File: config.mk
export PLATFORM = sky130hd
export DESIGN_NAME = input_conditioner_flat
export DESIGN_NICKNAME = d
export VERILOG_FILES = /design/src/rtl/bep_pkg.sv /design/src/rtl/input_conditioner_if.sv /design/src/rtl/bit_synchronizer.sv /design/src/rtl/input_conditioner.sv /design/src/flat_wrapper.sv
export SDC_FILE = /design/constraint.sdc
export NUM_CORES = 1
export LEC_CHECK = 0
export BUFFER_PORTS_ARGS = -buffer_cell sky130_fd_sc_hd__buf_2
export CORE_ASPECT_RATIO = 1.1
export CORE_MARGIN = 2
export CORE_UTILIZATION = 54
export CTS_CLUSTER_DIAMETER = 120
export DETAILED_ROUTE_END_ITERATION = 16
export PLACE_DENSITY = 0.76
export SLEW_MARGIN = 20
export SYNTH_ARGS = -nofsm -noshare
export SYNTH_HDL_FRONTEND = slang
export SYNTH_SLANG_ARGS = --single-unit
File: constraint.sdc
create_clock -name clock -period 2.21 [get_ports clock]
set_input_delay 0.221 -clock clock [delete_from_list [all_inputs] [get_ports clock]]
set_output_delay 0.221 -clock clock [all_outputs]
set_load 0.005 [all_outputs]
File: src/rtl/bep_pkg.sv
// bep_pkg: shared constants for the BEP receive front end
// Default parameter values for the input conditioner and the encoding of edge direction.
package bep_pkg;
    localparam int SYNC_STAGES_DEF = 2;
    localparam int FILTER_LEN_DEF  = 3;
    localparam int CNT_W_DEF       = 12;
    localparam logic EDGE_FALL = 1'b0;
    localparam logic EDGE_RISE = 1'b1;
endpackage

File: src/rtl/input_conditioner_if.sv
// input_conditioner_if: pin input and conditioned edge/interval outputs of the BEP front end
// Signals:
//   raw_in         asynchronous pin
//   digital_out    synchronised, filtered level
//   edge_strobe    one-cycle pulse when digital_out changes
//   edge_rising    direction of that edge (EDGE_RISE / EDGE_FALL)
//   interval       cycles since the previous accepted edge, held between edges
//   interval_valid pulse with edge_strobe except on the first edge after reset
//   interval_ovf   interval saturated at all-ones
// Modports: master = conditioner side, slave = consumer side (decoder and pin driver).
interface input_conditioner_if
    import bep_pkg::*;
#(
    parameter int CNT_W = CNT_W_DEF
);
    logic             raw_in;
    logic             digital_out;
    logic             edge_strobe;
    logic             edge_rising;
    logic [CNT_W-1:0] interval;
    logic             interval_valid;
    logic             interval_ovf;
    modport master (
        input  raw_in,
        output digital_out, edge_strobe, edge_rising, interval, interval_valid, interval_ovf
    );
    modport slave (
        output raw_in,
        input  digital_out, edge_strobe, edge_rising, interval, interval_valid, interval_ovf
    );
endinterface

File: src/rtl/bit_synchronizer.sv
// bit_synchronizer: plain flop chain for bringing an asynchronous bit into the clock domain
// Ports: clock, reset (sync, active-high, clears the chain), d (async in), q (synchronised out).
// STAGES must be at least 2; no logic sits between the flops.
module bit_synchronizer #(
    parameter int STAGES = 2
) (
    input  logic clock,
    input  logic reset,
    input  logic d,
    output logic q
);
    logic [STAGES-1:0] chain;
    always_ff @(posedge clock) begin
        if (reset) chain <= '0;
        else       chain <= {chain[STAGES-2:0], d};
    end
    assign q = chain[STAGES-1];
endmodule

File: src/rtl/input_conditioner.sv
// input_conditioner: synchronise, deglitch and time the BEP input pin
// Ports: clock, reset (sync, active-high), bus (input_conditioner_if.master: raw_in in,
//   digital_out / edge_strobe / edge_rising / interval / interval_valid / interval_ovf out).
// Optional: define INPUT_CONDITIONER_INVERT_EN to invert raw_in ahead of the synchroniser.
// A level change reaches digital_out SYNC_STAGES+FILTER_LEN+1 clocks after the pin settles.
module input_conditioner
    import bep_pkg::*;
#(
    parameter int SYNC_STAGES = SYNC_STAGES_DEF,
    parameter int FILTER_LEN  = FILTER_LEN_DEF,
    parameter int CNT_W       = CNT_W_DEF
) (
    input logic                 clock,
    input logic                 reset,
    input_conditioner_if.master bus
);
    localparam logic [CNT_W-1:0] CNT_MAX = '1;
    logic                  pin;
    logic                  sync_q;
    logic [FILTER_LEN-1:0] win;
    logic                  level;
    logic                  first;
    logic [CNT_W-1:0]      cnt;
    logic                  all_hi;
    logic                  all_lo;
    logic                  accept;
    logic                  sat;
    logic [CNT_W-1:0]      cnt_next;
`ifdef INPUT_CONDITIONER_INVERT_EN
    assign pin = ~bus.raw_in;
`else
    assign pin = bus.raw_in;
`endif
    bit_synchronizer #(.STAGES(SYNC_STAGES)) u_sync (
        .clock (clock),
        .reset (reset),
        .d     (pin),
        .q     (sync_q)
    );
    // A change is accepted only when the whole window agrees on the opposite level.
    always_comb begin
        all_hi   = &win;
        all_lo   = ~|win;
        accept   = (all_hi & ~level) | (all_lo & level);
        sat      = (cnt == CNT_MAX);
        cnt_next = accept ? CNT_W'(1) : (sat ? cnt : cnt + CNT_W'(1));
    end
    always_ff @(posedge clock) begin
        if (reset) begin
            win                <= '0;
            level              <= 1'b0;
            first              <= 1'b1;
            cnt                <= '0;
            bus.edge_strobe    <= 1'b0;
            bus.edge_rising    <= 1'b0;
            bus.interval       <= '0;
            bus.interval_valid <= 1'b0;
            bus.interval_ovf   <= 1'b0;
        end else begin
            // Shift-left form keeps FILTER_LEN == 1 legal.
            win                <= (win << 1) | FILTER_LEN'(sync_q);
            level              <= accept ? ~level : level;
            first              <= accept ? 1'b0 : first;
            cnt                <= cnt_next;
            bus.edge_strobe    <= accept;
            bus.edge_rising    <= accept ? (all_hi ? EDGE_RISE : EDGE_FALL) : bus.edge_rising;
            bus.interval       <= accept ? cnt : bus.interval;
            bus.interval_valid <= accept & ~first;
            bus.interval_ovf   <= accept ? sat : bus.interval_ovf;
        end
    end
    assign bus.digital_out = level;
endmodule

File: src/flat_wrapper.sv
// flat-port wrapper written by rule: the top's interface ports become plain ports
module input_conditioner_flat import bep_pkg::*;
#(
    parameter int SYNC_STAGES = SYNC_STAGES_DEF,
    parameter int FILTER_LEN  = FILTER_LEN_DEF,
    parameter int CNT_W       = CNT_W_DEF
)
  (clock, reset, bus_raw_in, bus_digital_out, bus_edge_strobe, bus_edge_rising, bus_interval, bus_interval_valid, bus_interval_ovf);
  input_conditioner_if #(.CNT_W(CNT_W)) bus_i ();
  input logic clock;
  input logic reset;
  input wire logic [$bits(bus_i.raw_in)-1:0] bus_raw_in;
  output wire logic [$bits(bus_i.digital_out)-1:0] bus_digital_out;
  output wire logic [$bits(bus_i.edge_strobe)-1:0] bus_edge_strobe;
  output wire logic [$bits(bus_i.edge_rising)-1:0] bus_edge_rising;
  output wire logic [$bits(bus_i.interval)-1:0] bus_interval;
  output wire logic [$bits(bus_i.interval_valid)-1:0] bus_interval_valid;
  output wire logic [$bits(bus_i.interval_ovf)-1:0] bus_interval_ovf;
  assign bus_i.raw_in = bus_raw_in;
  assign bus_digital_out = bus_i.digital_out;
  assign bus_edge_strobe = bus_i.edge_strobe;
  assign bus_edge_rising = bus_i.edge_rising;
  assign bus_interval = bus_i.interval;
  assign bus_interval_valid = bus_i.interval_valid;
  assign bus_interval_ovf = bus_i.interval_ovf;
  input_conditioner #(.SYNC_STAGES(SYNC_STAGES), .FILTER_LEN(FILTER_LEN), .CNT_W(CNT_W)) u_core (.clock(clock), .reset(reset), .bus(bus_i));
endmodule
==> run_results.csv <==
group,metric,value,unit
sta,setup_viol,0,
sta,max_freq,0.563,GHz
power,ir_worst_vdd,0.565,mV
setup_path,r2r-start,"u_core.cnt[0]",
run,maxCapViolations,0,
setup_path,required,2480,ps
setup_path,crit_fanout,7,
setup_path,path_class,"reg2reg",
clock_tree,clockBufferDepth,2,
clock_tree,cts_setup_buffers,0,
sta,fin_crit_sh,0.803,
clock_tree,clockRootBuffer,"clkbuf_4",
logic_synthesis,yosysWarnings,0,
sta,fin_setup_tns,0,ps
global_routing,grt_pass1_wl,4220,um
finish,finalNonFillerCells,191,
finish,layout-drive-gt1-share,0.188,
detailed_routing,drt-pass1-iter-count,4,
setup_path,end_kind,"flop",
detailed_routing,viasPerCell,5.47,
setup_path,reg2reg_slack,430,ps
sta,holdWs,88.5,ps
setup_path,r2r_cells,5,
floorplanning,die_y,56.4,um
global_routing,gr-total-overflow,0,
sta,rsz0062_at_grt,"no",
floorplanning,fp-row-count,19,
global_routing,grt_max_degree,25,
detailed_routing,num_vias,1045,
detailed_routing,ant_nets,0,
logic_synthesis,yosysUniqueCellTypes,31,
min_path,holdCritPathClass,"in2reg",
power,p_total,1.06,mW
min_path,hold_start,"bus_raw_in",
setup_path,r2r_end,"u_core.cnt[2]",
detailed_routing,wl_per_cell,13.0,um
logic_synthesis,avgSynthCellArea,9.71,um2
clock_tree,cts_inserted_buffers,5,
sta,min_period,1780,ps
logic_synthesis,netlist_instances,139,
sta,fin_skew,5.40,ps
power,leakage,0.720,nW
placement,dp_hpwl,1680,um
floorplanning,start_util,0.557,
placement,place_inst,183,
sta,drv_slew,0,
clock_tree,h-tree-depth,2,
logic_synthesis,synthesis.nets,143,
finish,fin_nets,163,
clock_tree,clk_pin_slew_worst_paths,100,ps
sta,relSlewSlack,0.682,
status,status,"finished, final reports clean",
floorplanning,io_pins,20,
clock_tree,cts_resized,0,
placement,gp_congestion,0.885,
sta,worst_slew_pin_slew,474,ps
finish,syn_to_final_growth,11.9,%
sta,finalHoldViolations,0,
finish,fin_util,0.623,
clock_tree,clock_sinks,35,
floorplanning,coreArea,0.00242,mm2
power,powerDensity,705,mW/mm2
min_path,whs_endpoint,"u_core.u_sync.chain[0]",
global_routing,first_global_vias,965,
detailed_routing,finalWirelength,2490,um
logic_synthesis,syn-cell-area,0.00135,mm2
finish,num_antenna_cells,0,
global_routing,grt_usage,0.202,
floorplanning,dieArea,0.00292,mm2
logic_synthesis,seq_area_frac_synth,0.519,
finish,most-common-layout-cells,"35 x dfxtp_1, 21 x nor2_1, 19 x buf_2, 12 x mux2i_1, 10 x a21oi_1",
global_routing,antenna_found_initial,0,
setup_path,crit_arrival,2050,ps
logic_synthesis,ys_ff_latch,35,
placement,portBuffers,19,
min_path,holdPathStages,2,
detailed_routing,drc_errors,0,
floorplanning,die_w,51.7,um
detailed_routing,drtIter0Drc,27,
setup_path,start_kind,"flop",
clock_tree,clock_latency,340,ps
clock_tree,tritoncts,"yes",
finish,final_common_cell,"dfxtp_1",
clock_tree,cts_hold_buf,0,
[per-layer routing]
metal	track usage	routed length, um	vias up
met1	0.241	1170	483
met5	0	0	-
met4	0.165	80	0
met3	0.0612	129	10
li1	-	-	526
met2	0.293	1110	26
[cell usage after synthesis]
cell type	count	area, um2
a211oi_1	2	15.0
a21o_1	1	7.51
a21oi_1	10	50.1
a311oi_1	1	8.76
a31oi_1	3	18.8
and2_4	1	8.76
and3_1	2	12.5
and4_1	1	8.76
buf_6	1	11.3
buf_8	1	15.0
clkbuf_1	3	11.3
clkbuf_2	1	5.00
dfxtp_1	35	701
ha_1	1	12.5
inv_1	2	7.51
mux2i_1	12	120
nand2_1	7	26.3
nand3_1	4	20.0
nand4_1	3	18.8
nand4_2	1	12.5
nand4b_1	1	8.76
nor2_1	21	78.8
nor2b_1	6	37.5
nor3_1	5	25.0
nor3_2	1	10.0
o21ai_0	3	15.0
o21bai_1	1	7.51
or3_1	3	18.8
or4b_4	1	13.8
xnor2_1	2	17.5
xor2_1	3	26.3
[registers in the layout, indices dropped and copies added, names as in the netlist, 2 cells and up]
register and cells:
u_core.bus.interval 12, u_core.cnt 12, u_core.win 3, u_core.u_sync.chain 2
[metrics by stage]
step	instance area, um2	worst slack [ps]
floorplan	1350	634
global placement	1440	573
detailed placement	1440	482
CTS	1510	469
global route	1510	330
finish	1510	435
[area by class of cell]
cell class                      instances  area [um2]
Fill cell                             225         915
Sequential cell                        35         701
Multi-Input combinational cell         96         599
Timing Repair Buffer                   19        95.1
Clock buffer                            8        68.8
Tap cell                               31        38.8
Inverter                                2        7.51
[cells by family (layout without fill, tap and decap cells)]
kind of cell,count (synthesis),count (layout),synth area share
simple gates,57,57,0.222
flops,35,35,0.519
compound gates,21,21,0.0908
mux,12,12,0.0890
buf+inv,8,29,0.0371
xor+xnor,5,5,0.0324
fa+ha+maj,1,1,0.00927
[worst max-delay path by stage]
stage / end / start
after floorplan: u_core.bus.interval[0] / u_core.win[1]
after global placement: u_core.cnt[2] / u_core.cnt[0]
after detailed placement: u_core.cnt[2] / u_core.cnt[0]
after CTS: u_core.cnt[2] / u_core.cnt[0]
after global routing: u_core.cnt[2] / u_core.cnt[0]
final: u_core.cnt[2] / u_core.cnt[0]
[critical path: stages (launching register included)]
cell	delay, ps
dfxtp_1	450
ha_1	240
nand3_1	170
or3_1	470
and3_1	240
nor3_2	130
[power by group]
group | switching [mW] | internal [mW] | leakage [nW]
sequential | 0.00939 | 0.637 | 0.283
combinational | 0.0158 | 0.00899 | 0.398
clock | 0.206 | 0.187 | 0.0386
No activity file was read; power rests on OpenSTA's default activity.
